### src/rtl/feature_packer_pkg.sv
// feature_packer_pkg: shared frame geometry and packer state encoding.
// Used by feature_packer and by the downstream classifier for the frame width.
package feature_packer_pkg;

    localparam int NUM_FEAT = 8;
    localparam int FEAT_W   = 4;
    localparam int FRAME_W  = NUM_FEAT * FEAT_W;

    typedef enum logic [1:0] {
        ST_IDLE,
        ST_FILL,
        ST_FULL
    } pack_state_t;

endpackage

### src/rtl/feature_quant.sv
// feature_quant: combinational raw-sample quantiser (shift, then truncate or clamp).
// Define FEATURE_PACKER_SAT_EN to clamp instead of truncating.
module feature_quant #(
    parameter int IN_W   = 10,
    parameter int SHIFT  = 4,
    parameter int FEAT_W = 4
) (
    input  logic [IN_W-1:0]   s_data,
    output logic [FEAT_W-1:0] q
);

`ifdef FEATURE_PACKER_SAT_EN
    localparam logic [IN_W-1:0] Q_MAX = IN_W'((1 << FEAT_W) - 1);

    logic [IN_W-1:0] shifted;

    always_comb begin
        shifted = s_data >> SHIFT;
        q       = (shifted > Q_MAX) ? '1 : FEAT_W'(shifted);
    end
`else
    always_comb begin
        q = FEAT_W'(s_data >> SHIFT);
    end
`endif

endmodule

### src/rtl/feature_packer.sv
// feature_packer: gathers quantised samples into NUM_FEAT-lane frames for the classifier.
// Saturating quantisation is selected with FEATURE_PACKER_SAT_EN (see feature_quant).
module feature_packer #(
    parameter int IN_W     = 10,
    parameter int SHIFT    = 4,
    parameter int NUM_FEAT = 8,
    parameter int FEAT_W   = 4
) (
    input  logic                       clk,
    input  logic                       rst_n,
    input  logic                       s_valid,
    output logic                       s_ready,
    input  logic [IN_W-1:0]            s_data,
    input  logic                       s_first,
    output logic                       m_valid,
    input  logic                       m_ready,
    output logic [NUM_FEAT*FEAT_W-1:0] m_data,
    output logic [7:0]                 drop_cnt
);

    import feature_packer_pkg::*;

    localparam int                IDX_W    = $clog2(NUM_FEAT);
    localparam logic [IDX_W-1:0]  LAST_IDX = IDX_W'(NUM_FEAT - 1);

    pack_state_t                 state, state_next;
    logic [IDX_W-1:0]            idx, idx_next;
    logic [NUM_FEAT*FEAT_W-1:0]  asm_frame, asm_next;
    logic [FEAT_W-1:0]           q;
    logic                        s_fire;
    logic                        out_free;
    logic                        load_out;
    logic                        drop_hit;

    feature_quant #(
        .IN_W   (IN_W),
        .SHIFT  (SHIFT),
        .FEAT_W (FEAT_W)
    ) u_quant (
        .s_data (s_data),
        .q      (q)
    );

    assign s_ready  = (state != ST_FULL);
    assign s_fire   = s_valid && s_ready;
    // Output register can take a frame this edge if empty or being drained now.
    assign out_free = !m_valid || m_ready;

    always_comb begin
        state_next = state;
        idx_next   = idx;
        asm_next   = asm_frame;
        load_out   = 1'b0;
        drop_hit   = 1'b0;
        case (state)
            ST_IDLE: begin
                if (s_fire && s_first) begin
                    asm_next             = '0;
                    asm_next[FEAT_W-1:0] = q;
                    idx_next             = IDX_W'(1);
                    state_next           = ST_FILL;
                end
            end
            ST_FILL: begin
                if (s_fire) begin
                    if (s_first) begin
                        drop_hit             = 1'b1;
                        asm_next             = '0;
                        asm_next[FEAT_W-1:0] = q;
                        idx_next             = IDX_W'(1);
                    end else begin
                        asm_next[int'(idx)*FEAT_W +: FEAT_W] = q;
                        if (idx == LAST_IDX) begin
                            idx_next = '0;
                            if (out_free) begin
                                load_out   = 1'b1;
                                state_next = ST_IDLE;
                            end else begin
                                state_next = ST_FULL;
                            end
                        end else begin
                            idx_next = idx + 1'b1;
                        end
                    end
                end
            end
            ST_FULL: begin
                if (out_free) begin
                    load_out   = 1'b1;
                    state_next = ST_IDLE;
                end
            end
            default: begin
                state_next = ST_IDLE;
                idx_next   = '0;
            end
        endcase
    end

    always_ff @(posedge clk or negedge rst_n) begin
        if (!rst_n) begin
            state     <= ST_IDLE;
            idx       <= '0;
            asm_frame <= '0;
        end else begin
            state     <= state_next;
            idx       <= idx_next;
            asm_frame <= asm_next;
        end
    end

    always_ff @(posedge clk or negedge rst_n) begin
        if (!rst_n) begin
            m_valid  <= 1'b0;
            m_data   <= '0;
            drop_cnt <= '0;
        end else begin
            if (load_out) begin
                m_data  <= asm_next;
                m_valid <= 1'b1;
            end else if (m_ready) begin
                m_valid <= 1'b0;
            end
            if (drop_hit && (drop_cnt != 8'hFF)) begin
                drop_cnt <= drop_cnt + 1'b1;
            end
        end
    end

endmodule

### config.mk
export PLATFORM = sky130hd
export DESIGN_NAME = feature_packer
export DESIGN_NICKNAME = d
export VERILOG_FILES = /design/src/rtl/feature_packer_pkg.sv /design/src/rtl/feature_quant.sv /design/src/rtl/feature_packer.sv
export SDC_FILE = /design/constraint.sdc
export NUM_CORES = 1
export LEC_CHECK = 0
export ABC_AREA = 1
export CAP_MARGIN = 20
export CORE_ASPECT_RATIO = 2
export CORE_MARGIN = 1.5
export CORE_UTILIZATION = 54
export CTS_CLUSTER_DIAMETER = 60
export DETAILED_ROUTE_END_ITERATION = 10
export GPL_TIMING_DRIVEN = 0
export HOLD_SLACK_MARGIN = 0.15
export PLACE_DENSITY = 0.8
export SLEW_MARGIN = 15
export SYNTH_ARGS = -nofsm -noshare
export SYNTH_HDL_FRONTEND = slang
export SYNTH_SLANG_ARGS = --single-unit
### constraint.sdc
create_clock -name clk -period 2.42 [get_ports clk]
set_clock_uncertainty 0.05 [all_clocks]
set_input_delay 0.484 -clock clk [delete_from_list [all_inputs] [get_ports clk]]
set_output_delay 0.484 -clock clk [all_outputs]
set_load 0.05 [all_outputs]
# After elaboration in Yosys (flattened, before gate mapping)
# Index checks and enable logic that the tools add are counted.
totals:
  ram_bits: 0
  mem_bits_ro: 0
  output_inout_bits: 42
  reg_bits: 78
  mem_count: 0
  latchBits: 0
  inputBits: 15
op_classes:
  order_cmp: 0
  multipliers: 0
  n_bitwise: 1
  n_eq_ne: 10
  n_shift: 2
  mux: 27
  reduce_logical: 9
  n_div: 0
  addsub: 3
ops:
  columns: ["op", "count"]
  rows:
  - ["2-to-1 mux 32 bit", 3]
  - ["one-hot mux 32 bit (2 select lines)", 1]
  - ["negator 5 -> 33 bit", 1]
  - ["variable shift 4 x 33 -> 32 bit (first input constant)", 1]
  - ["indexed part select 4 x 33 -> 32 bit", 1]
  - ["bitwise mux 32 bit", 1]
  - ["2-to-1 mux 2 bit", 6]
  - ["2-to-1 mux 3 bit", 4]
  - ["inequality test 2 bit (second input constant)", 6]
  - ["2-to-1 mux 1 bit", 9]
  - ["one-hot mux 3 bit (3 select lines)", 1]
  - ["adder 8 x 1 -> 8 bit (second input constant)", 1]
  - ["inequality test 8 bit (second input constant)", 1]
  - ["one-hot mux 2 bit (3 select lines)", 1]
  - ["AND reduction 5 bit", 1]
  - ["adder 3 x 1 -> 3 bit (second input constant)", 1]
  - ["equality test 3 bit (second input constant)", 1]
  - ["logical AND 1 bit", 3]
  - ["AND reduction 3 bit", 1]
  - ["equality test 2 x 1 -> 1 bit (second input constant)", 1]
  - ["equality test 2 bit (second input constant)", 1]
  - ["zero test 2 bit", 1]
  - ["one-hot mux 1 bit (2 select lines)", 1]
  - ["nonzero test 2 bit", 1]
  - ["other kinds (3)", 3]

# Depth between registers and ports, before layout
# Gate-level depths: netlist of the first run.
depth:
  word_depth: 8
  depth_mapped: 14

# Hierarchy
# A second synthesis of the first run with hierarchy kept.
hier_totals:
  cells_unflattened: 493
  area_unflattened_um2: 3861.2
modules_own_cells:
  columns: ["module", "cells_per_inst", "n_inst", "area_per_inst_um2", "seq_area_each_um2"]
  rows:
  - ["feature_packer", 489, 1, 3831.2, 1951.9]
  - ["feature_quant", 4, 1, 30.0, 0.0]

# Worst setup path before layout of the first run
# No wires, ideal clock.
synth_path:
  path_type: "reg2reg"
  from: "register idx[0]"
  to: "register m_data[1]"
  stages_incl_launch_ff: 15
  required_time_ns: 2.252
  setup_slack_ns: 0.285
  arrival_time_ns: 1.968
  setup_ns: 0.118
  path_buffers: 1
  cell_sequence: "dfrtp_1 inv_2 ha_1 ha_1 buf_2 nor2_2 nand2_1 nor2_2 inv_1 nand2_1 nand3_1 nand2_1 nand2_1 nand2_1 nand2_1"
synth_via:
  elab_chain_len: 6
synth_rtl:
  columns: ["element", "line_no", "rtl"]
  rows:
  - ["from (decl)", "feature_packer.sv:27", "logic [IDX_W-1:0] idx, idx_next;"]
  - ["from (signal assigned)", "feature_packer.sv:107", "idx <= idx_next;"]
  - ["negator 5 -> 33 bit (*)", "feature_packer.sv:72", "asm_next[int'(idx)*FEAT_W +: FEAT_W] = q;"]
  - ["indexed part select 4 x 33 -> 32 bit or variable shift 4 x 33 -> 32 bit (tied branches)", "feature_packer.sv:72", null]
  - ["bitwise mux 32 bit (*)", "feature_packer.sv:72", null]
  - ["2-to-1 mux 32 bit (*)", "feature_packer.sv:66", "if (s_first) begin"]
  - ["2-to-1 mux 32 bit (*)", "feature_packer.sv:65", "if (s_fire) begin"]
  - ["one-hot mux 32 bit (2 select lines) (*)", "feature_packer.sv:55", "case (state)"]
  - ["net asm_next[1]", "feature_packer.sv:28", "logic [NUM_FEAT*FEAT_W-1:0] asm_frame, asm_next;"]
  - ["to (signal assigned)", "feature_packer.sv:119", "m_data <= asm_next;"]
  - ["to (decl)", "feature_packer.sv:17", "output logic [NUM_FEAT*FEAT_W-1:0] m_data,"]
# The timed path passes the listed nets; every way through them passes the cells marked *.
# A chain may end at the register's enable or synchronous reset.

# Final worst setup path of the first run
layout_path:
  from: "register state[0]"
  to: "register m_data[23]"
layout_via:
  elab_chain_len: 5
layout_rtl:
  columns: ["element", "line_no", "rtl"]
  rows:
  - ["from (decl)", "feature_packer.sv:26", "pack_state_t state, state_next;"]
  - ["from (signal assigned)", "feature_packer.sv:106", "state <= state_next;"]
  - ["inequality test 2 bit", "feature_packer.sv:44", "assign s_ready = (state != ST_FULL);"]
  - ["logical AND 1 bit", "feature_packer.sv:45", "assign s_fire = s_valid && s_ready;"]
  - ["logical AND 1 bit", "feature_packer.sv:57", "if (s_fire && s_first) begin"]
  - ["2-to-1 mux 32 bit", "feature_packer.sv:57", null]
  - ["one-hot mux 32 bit (2 select lines)", "feature_packer.sv:55", null]
# Parallel ways exist; a longest one is shown, timed or not.

==> results of run 1 <==
## report_power, final
part           total, uW  leakage (uW)  switching (uW)  internal [uW]
Combinational       1620       0.00133            1130            493
Clock               1430      0.000159             533            896
Sequential          1530       0.00107             101           1430
Total               4580       0.00256            1760           2820
## per-stage QoR
step	utilization [%]	power [uW]	instances	cell area [sq um]
2_1_floorplan	-	2630	489	3830
5_1_grt	70.1	4850	651	4830
6_report	70.1	4580	651	4830
3_5_place_dp	64.8	3070	630	4460
3_3_place_gp	64.5	3020	629	4440
4_1_cts	69.6	4540	647	4800
## what timing repair did
item | 4_1_cts | 5_1_grt
buffers inserted | 0 | 4
gates cloned | 0 | 0
hold buffers | 1 | 0
hold endpoints to repair | 37 | 0
gates resized for setup | 4 | 1
endpoints found under the setup margin | 9 | 6
pin swaps | 0 | 1
## path summary, 6_finish.rpt
| check | startpoint | end | cells after the start |
|---|---|---|---|
| max in group asynchronous | rst_n | m_data[14] | 3 |
| worst max register to register | state[0] | m_data[23] | 11 |
| worst max-delay path | state[0] | m_data[23] | 11 |
| min in group asynchronous | rst_n | drop_cnt[3] | 2 |
| worst min-delay path | asm_frame[18] | asm_frame[18] | 2 |
| worst min register to register | asm_frame[18] | asm_frame[18] | 2 |
## worst max-delay path, stage by stage (launching register included)
cell and delay, ns:
dfrtp_1 0.37, inv_1 0.08, ha_1 0.29, nor2_4 0.28
nand3_2 0.14, o21ai_1 0.18, nand2_1 0.13, nor2_4 0.23
inv_2 0.12, buf_6 0.16, nand2_1 0.06, nand2_1 0.06
## registers in the layout (all words and copies together), names as in the netlist
name	count
drop_cnt	8
m_data	32
asm_frame	32
idx	3
state	2
m_valid	1
## area by class of cell
| cell class | count | area share (%) |
|---|---|---|
| Sequential cell | 78 | 40.5 |
| Multi-Input combinational cell | 352 | 33.7 |
| Timing Repair Buffer | 56 | 11.5 |
| Clock buffer | 9 | 4.66 |
| Inverter | 49 | 3.86 |
| Tap cell | 90 | 2.33 |
| Clock inverter | 7 | 1.84 |
| Buffer | 10 | 1.58 |
## cells in the final DEF (no fill, tap or decap), drive strengths merged, types with 9 or more instances in the layout
master and n:
o21ai 23, inv 49, nand3 25, a21oi 12, ha 9, clkbuf 9, buf 16, dfrtp 78
nor2 31, clkdlybuf4s50 48, nand2 232
## routing by layer
layer	share of wire, %	routed length [microns]	vias to the layer above
met3	4.7	438	39
met1	36	3340	1575
met2	54	5090	98
met5	0	0	-
met4	5.3	496	0
li1	-	-	1651
## logic make-up (layout without fill, tap and decap cells)
family / count (synthesis) / after routing / share of synthesized area [%]
buffers and inverters: 59 / 131 / 6.79
XOR/XNOR: 6 / 6 / 1.37
adder cells (fa/ha/maj): 9 / 9 / 2.94
AO/OA/AOI/OAI: 39 / 39 / 5.36
flip-flops: 78 / 78 / 50.9
AND/OR/NAND/NOR: 298 / 298 / 32.6
==> flow_summary.json, run 1 <==
{
  "antenna_found_initial": 0,
  "drv_cap": 0,
  "area.growth.synth_to_final_pct": 26.0,
  "clock_path_buffers": 2,
  "io_buffers": 50,
  "hold_ws_ns": 0.417,
  "ys_ff_latch": 78,
  "synth.area.top_cells": "dfrtp_1 (51%), nand2_1 (22%), inv_1 (4.4%)",
  "r2r_slack_ns": 0.16,
  "synthFlopType": "dfrtp_1",
  "wl_per_cell_microns": 14.4,
  "path_max_fanout": 10,
  "synth-edff-count": 0,
  "grt_pass1_wl_microns": 15200,
  "drc": 0,
  "peakVddDrop_v": 0.000522,
  "worst_ep_arrival_time_ns": 2.44,
  "required_ns": 2.60,
  "clk_latency_ns": 0.35,
  "place_ws_ns": -0.192,
  "p_leak_uw": 0.00256,
  "num_vias": 3363,
  "final_antenna_net_count": 0,
  "start_util_pct": 55.6,
  "placementRows": 43,
  "numCtsBuffers": 9,
  "yosysMostFrequentCell": "nand2_1",
  "fmax_mhz": 443,
  "async_flop_share_pct": 100,
  "yosysSeqAreaShare_pct": 50.9,
  "nets": 580,
  "htreeDepth": 3,
  "grtUsageMet3_pct": 4.62,
  "dp_hpwl_microns": 6710,
  "n_antenna_cell": 0,
  "finalCritPeriodShare_pct": 93.2,
  "syn_area_per_cell_sq_um": 7.83,
  "yosysUniqueCellTypes": 25,
  "met1_usage_pct": 25.2,
  "setup_viol": 0,
  "worst_slack_ns": 0.164,
  "finalSetupTns_ns": 0,
  "clk_pin_slew_ns": 0.06,
  "clockRootBuffer": "clkbuf_16",
  "final-seq-area_sq_mm": 0.00195,
  "drt_wl_total_microns": 9370,
  "clock_sinks": 78,
  "synthTopCellsByCount": "nand2_1 (223), dfrtp_1 (78), inv_1 (45)",
  "final_max_slew_viol_count": 0,
  "yosys.area.top_type": "dfrtp_1",
  "grt_pass1_vias": 3396,
  "period_minus_slack_ns": 2.26,
  "multi_input_area_sq_mm": 0.00163,
  "gp_congestion": 0.932,
  "synth_area_sq_mm": 0.00383,
  "hold_class": "register to register",
  "die_h_microns": 122,
  "cts_tree": "built",
  "drtIter0Drc": 187,
  "met2_usage_pct": 49.1,
  "rsz0062_at_grt": "false",
  "status": "completed",
  "dieArea_sq_mm": 0.00764,
  "yosysWarnings": 0,
  "grt_usage_pct": 26.0,
  "via_per_inst": 5.17,
  "syn_nets": 513,
  "io_pins": 57,
  "grt_overflow": 0,
  "syn_inst": 489,
  "worstSetupStartpointType": "register",
  "endpoint_kind": "register",
  "worst_slew_margin_rel_pct": 66.0,
  "dr.pass1.iters": 4,
  "tightest_slew_ns": 0.509,
  "critical_path_class": "register to register",
  "p_per_area_mw_per_mm2": 949,
  "n_fill_cell": 570,
  "busiest_layer": "met2",
  "hold_viol_final": 0,
  "grt_max_degree": 42,
  "synth_top_area_share_pct": 50.9,
  "die_w_microns": 62.6,
  "drive_gt1_share_pct": 9.80,
  "core_area_sq_mm": 0.00689
}
(Power assumes the default switching activity.)
==> run 2, diff against run 1 <==
--- a/config.mk
+++ b/config.mk
@@ -8,12 +8,15 @@
 export ABC_AREA = 1
 export CAP_MARGIN = 20
+export CELL_PAD_IN_SITES_DETAIL_PLACEMENT = 0
+export CELL_PAD_IN_SITES_GLOBAL_PLACEMENT = 2
 export CORE_ASPECT_RATIO = 2
 export CORE_MARGIN = 1.5
-export CORE_UTILIZATION = 54
+export CORE_UTILIZATION = 31
 export CTS_CLUSTER_DIAMETER = 60
 export DETAILED_ROUTE_END_ITERATION = 10
 export GPL_TIMING_DRIVEN = 0
 export HOLD_SLACK_MARGIN = 0.15
-export PLACE_DENSITY = 0.8
+export PLACE_DENSITY_LB_ADDON = 0.1
+export SETUP_SLACK_MARGIN = 0.05
 export SLEW_MARGIN = 15
 export SYNTH_ARGS = -nofsm -noshare
==> constraint.sdc (replaced) <==
create_clock -name clk -period 2.42 [get_ports clk]
set_clock_uncertainty 0.05 [all_clocks]
set_input_delay 0.605 -clock clk [delete_from_list [all_inputs] [get_ports clk]]
set_output_delay 0.605 -clock clk [all_outputs]
set_load 0.05 [all_outputs]
==> run 2 against run 1 <==
Maximum frequency rose by 1.3%; sequential share of layout area fell by 0.79 points; global-route usage is 8.5 points lower; via count down 3.8%; hold slack worse by 0.24 ns; setup slack gained 0.029 ns; non-clock buffer count grew 1; combinational power barely moved; clock power rose by 6%; sequential power hardly changed; count of clock-buffer cells in the layout unchanged; die area rose by 71%; critical endpoint is now drop_cnt[3].
==> flow_summary.json, run 2 (same netlist as run 1, synthesis figures left out) <==
{
  "die_w_microns": 81.6,
  "die_h_microns": 160,
  "htreeDepth": 3,
  "grtUsageMet3_pct": 2.57,
  "path_max_fanout": 4,
  "hold_class": "input port to async pin",
  "cp.depth": 1,
  "io_pins": 57,
  "busiest_layer": "met2",
  "dr.pass1.iters": 4,
  "postCtsHoldBufs": 0,
  "worst_ep_arrival_time_ns": 1.57,
  "gp_congestion": 0.797,
  "num_vias": 3234,
  "p_sw_share_pct": 39.4,
  "tightest_slew_ns": 0.500,
  "utilization_pct": 40.6,
  "finalCritPeriodShare_pct": 92.0,
  "setup_viol": 0,
  "final_antenna_net_count": 0,
  "grt_usage_pct": 17.5,
  "clock_path_buffers": 2,
  "start_util_pct": 31.6,
  "drv_cap": 0,
  "period_minus_slack_ns": 2.23,
  "worst_slack_ns": 0.193,
  "combPwrFrac_pct": 35.2,
  "power_uw": 4690,
  "status": "completed",
  "clockRootBuffer": "clkbuf_16",
  "peakVddDrop_v": 0.000431,
  "worst_slew_margin_rel_pct": 66.6,
  "area.growth.synth_to_final_pct": 28.5,
  "n_antenna_cell": 0,
  "r2r_cells": 10,
  "io_buffers": 50,
  "drc": 0,
  "power_switching_uw": 1850,
  "slowest_stage": "clkdlybuf4s50_1",
  "fmax_mhz": 449,
  "grt_overflow": 0,
  "p_leak_uw": 0.00257,
  "max_stage_delay_ns": 0.82,
  "place_ws_ns": -0.297,
  "core_area_sq_mm": 0.0121,
  "final_max_slew_viol_count": 0,
  "numCtsBuffers": 9,
  "critical_path_class": "register to output pin",
  "via_per_inst": 4.56,
  "clk_pin_slew_ns": 0.07,
  "clk_latency_ns": 0.34,
  "dp_hpwl_microns": 7970,
  "cts_tree": "built",
  "clock_power_share_pct": 32.3,
  "grt_pass1_wl_microns": 16900,
  "placementRows": 57,
  "drt_wl_total_microns": 10600,
  "required_ns": 1.76,
  "rsz0062_at_grt": "true",
  "nets": 581,
  "hold_viol_final": 0,
  "grt_pass1_vias": 3264,
  "final_common_cell": "nand2_1",
  "met2_usage_pct": 33.2,
  "crit_chain": "clkdlybuf4s50_1",
  "worstSetupStartpointType": "register",
  "hold_ws_ns": 0.174,
  "top_regs": "asm_frame x32, m_data x32, drop_cnt x8",
  "dieArea_sq_mm": 0.0131,
  "p_seq_share_pct": 32.4,
  "internal_power_uw": 2840,
  "cp_num_buf_inv": 1,
  "clock_sinks": 78,
  "drtIter0Drc": 76,
  "final_cell_mix": "nand2_1 (223), dfrtp_1 (77), clkdlybuf4s50_1 (48)",
  "wl_per_cell_microns": 15.0,
  "drive_gt1_share_pct": 10.3,
  "endpoint_kind": "output pin",
  "grt_max_degree": 44,
  "crit_family": "buffers and inverters",
  "met1_usage_pct": 18.8,
  "p_per_area_mw_per_mm2": 952,
  "antenna_found_initial": 0
}
[run 2: cell count changes in the layout (fill, tap and decap cells not counted), sizes merged]
cell / change
clkinv: -3
buf: +2
inv: +2
clkbuf: +1
clkinvlp: +1
dlygate4sd2: -1
dlygate4sd3: -1
[run 2: per-layer routing]
| metal | wire length (microns) | part of all wire (%) |
|---|---|---|
| met5 | 0 | 0 |
| met4 | 216 | 2.0 |
| met3 | 235 | 2.2 |
| met2 | 6040 | 57 |
| met1 | 4120 | 39 |
[run 2: repair_timing]
action	CTS	global route
endpoints found under the setup margin	13	15
cloned	0	0
gates resized for setup	5	2
pin swaps	2	3
endpoints found under the hold margin	0	0
buffers inserted	3	3
[run 2: final timing paths]
check	start	end	slack, ns
setup / recovery	drop_cnt[3]	drop_cnt[3]	0.19
hold / removal	rst_n	m_valid	0.17
setup reg to reg	idx[0]	m_data[16]	0.21
hold reg to reg	asm_frame[26]	asm_frame[26]	0.41
max in group asynchronous	rst_n	drop_cnt[4]	1.55
min in group clk	asm_frame[26]	asm_frame[26]	0.41
[run 2: worst register-to-register path: stages (launching register included)]
cell	delay (ns)
dfrtp_2	0.40
inv_4	0.07
ha_1	0.22
ha_1	0.28
buf_2	0.20
nand3_1	0.21
nor2_1	0.34
nand3_1	0.14
nand2_1	0.13
nand2_1	0.07
nand2_1	0.06
[run 2: final cells by class]
| cell class | count | area, sq um |
|---|---|---|
| timing repair buffer | 57 | 566 |
| sequential | 78 | 1950 |
| tap | 147 | 184 |
| clock inverter | 7 | 105 |
| multi-input combinational | 352 | 1630 |
| inverter | 49 | 186 |
| buffer | 10 | 76.3 |
| clock buffer | 9 | 225 |
| fill | 1273 | 7200 |
[run 2: stage by stage]
step	std cells	TNS, ns	instance area [sq um]
6_report	709	0	4920
5_1_grt	709	0	4920
4_1_cts	706	0	4900
3_5_place_dp	687	-9.04	4540
3_3_place_gp	686	-186.16	4520
2_1_floorplan	489	0	3830
[run 2: power by group through the flow]
stage	sequential (uW)	clock (uW)	combinational (uW)
after detailed placement	1550	0	1580
after global routing	1540	1620	1850
final	1520	1520	1650
after floorplan	1650	0	982
after global placement	1550	0	1560
after CTS	1520	1570	1680
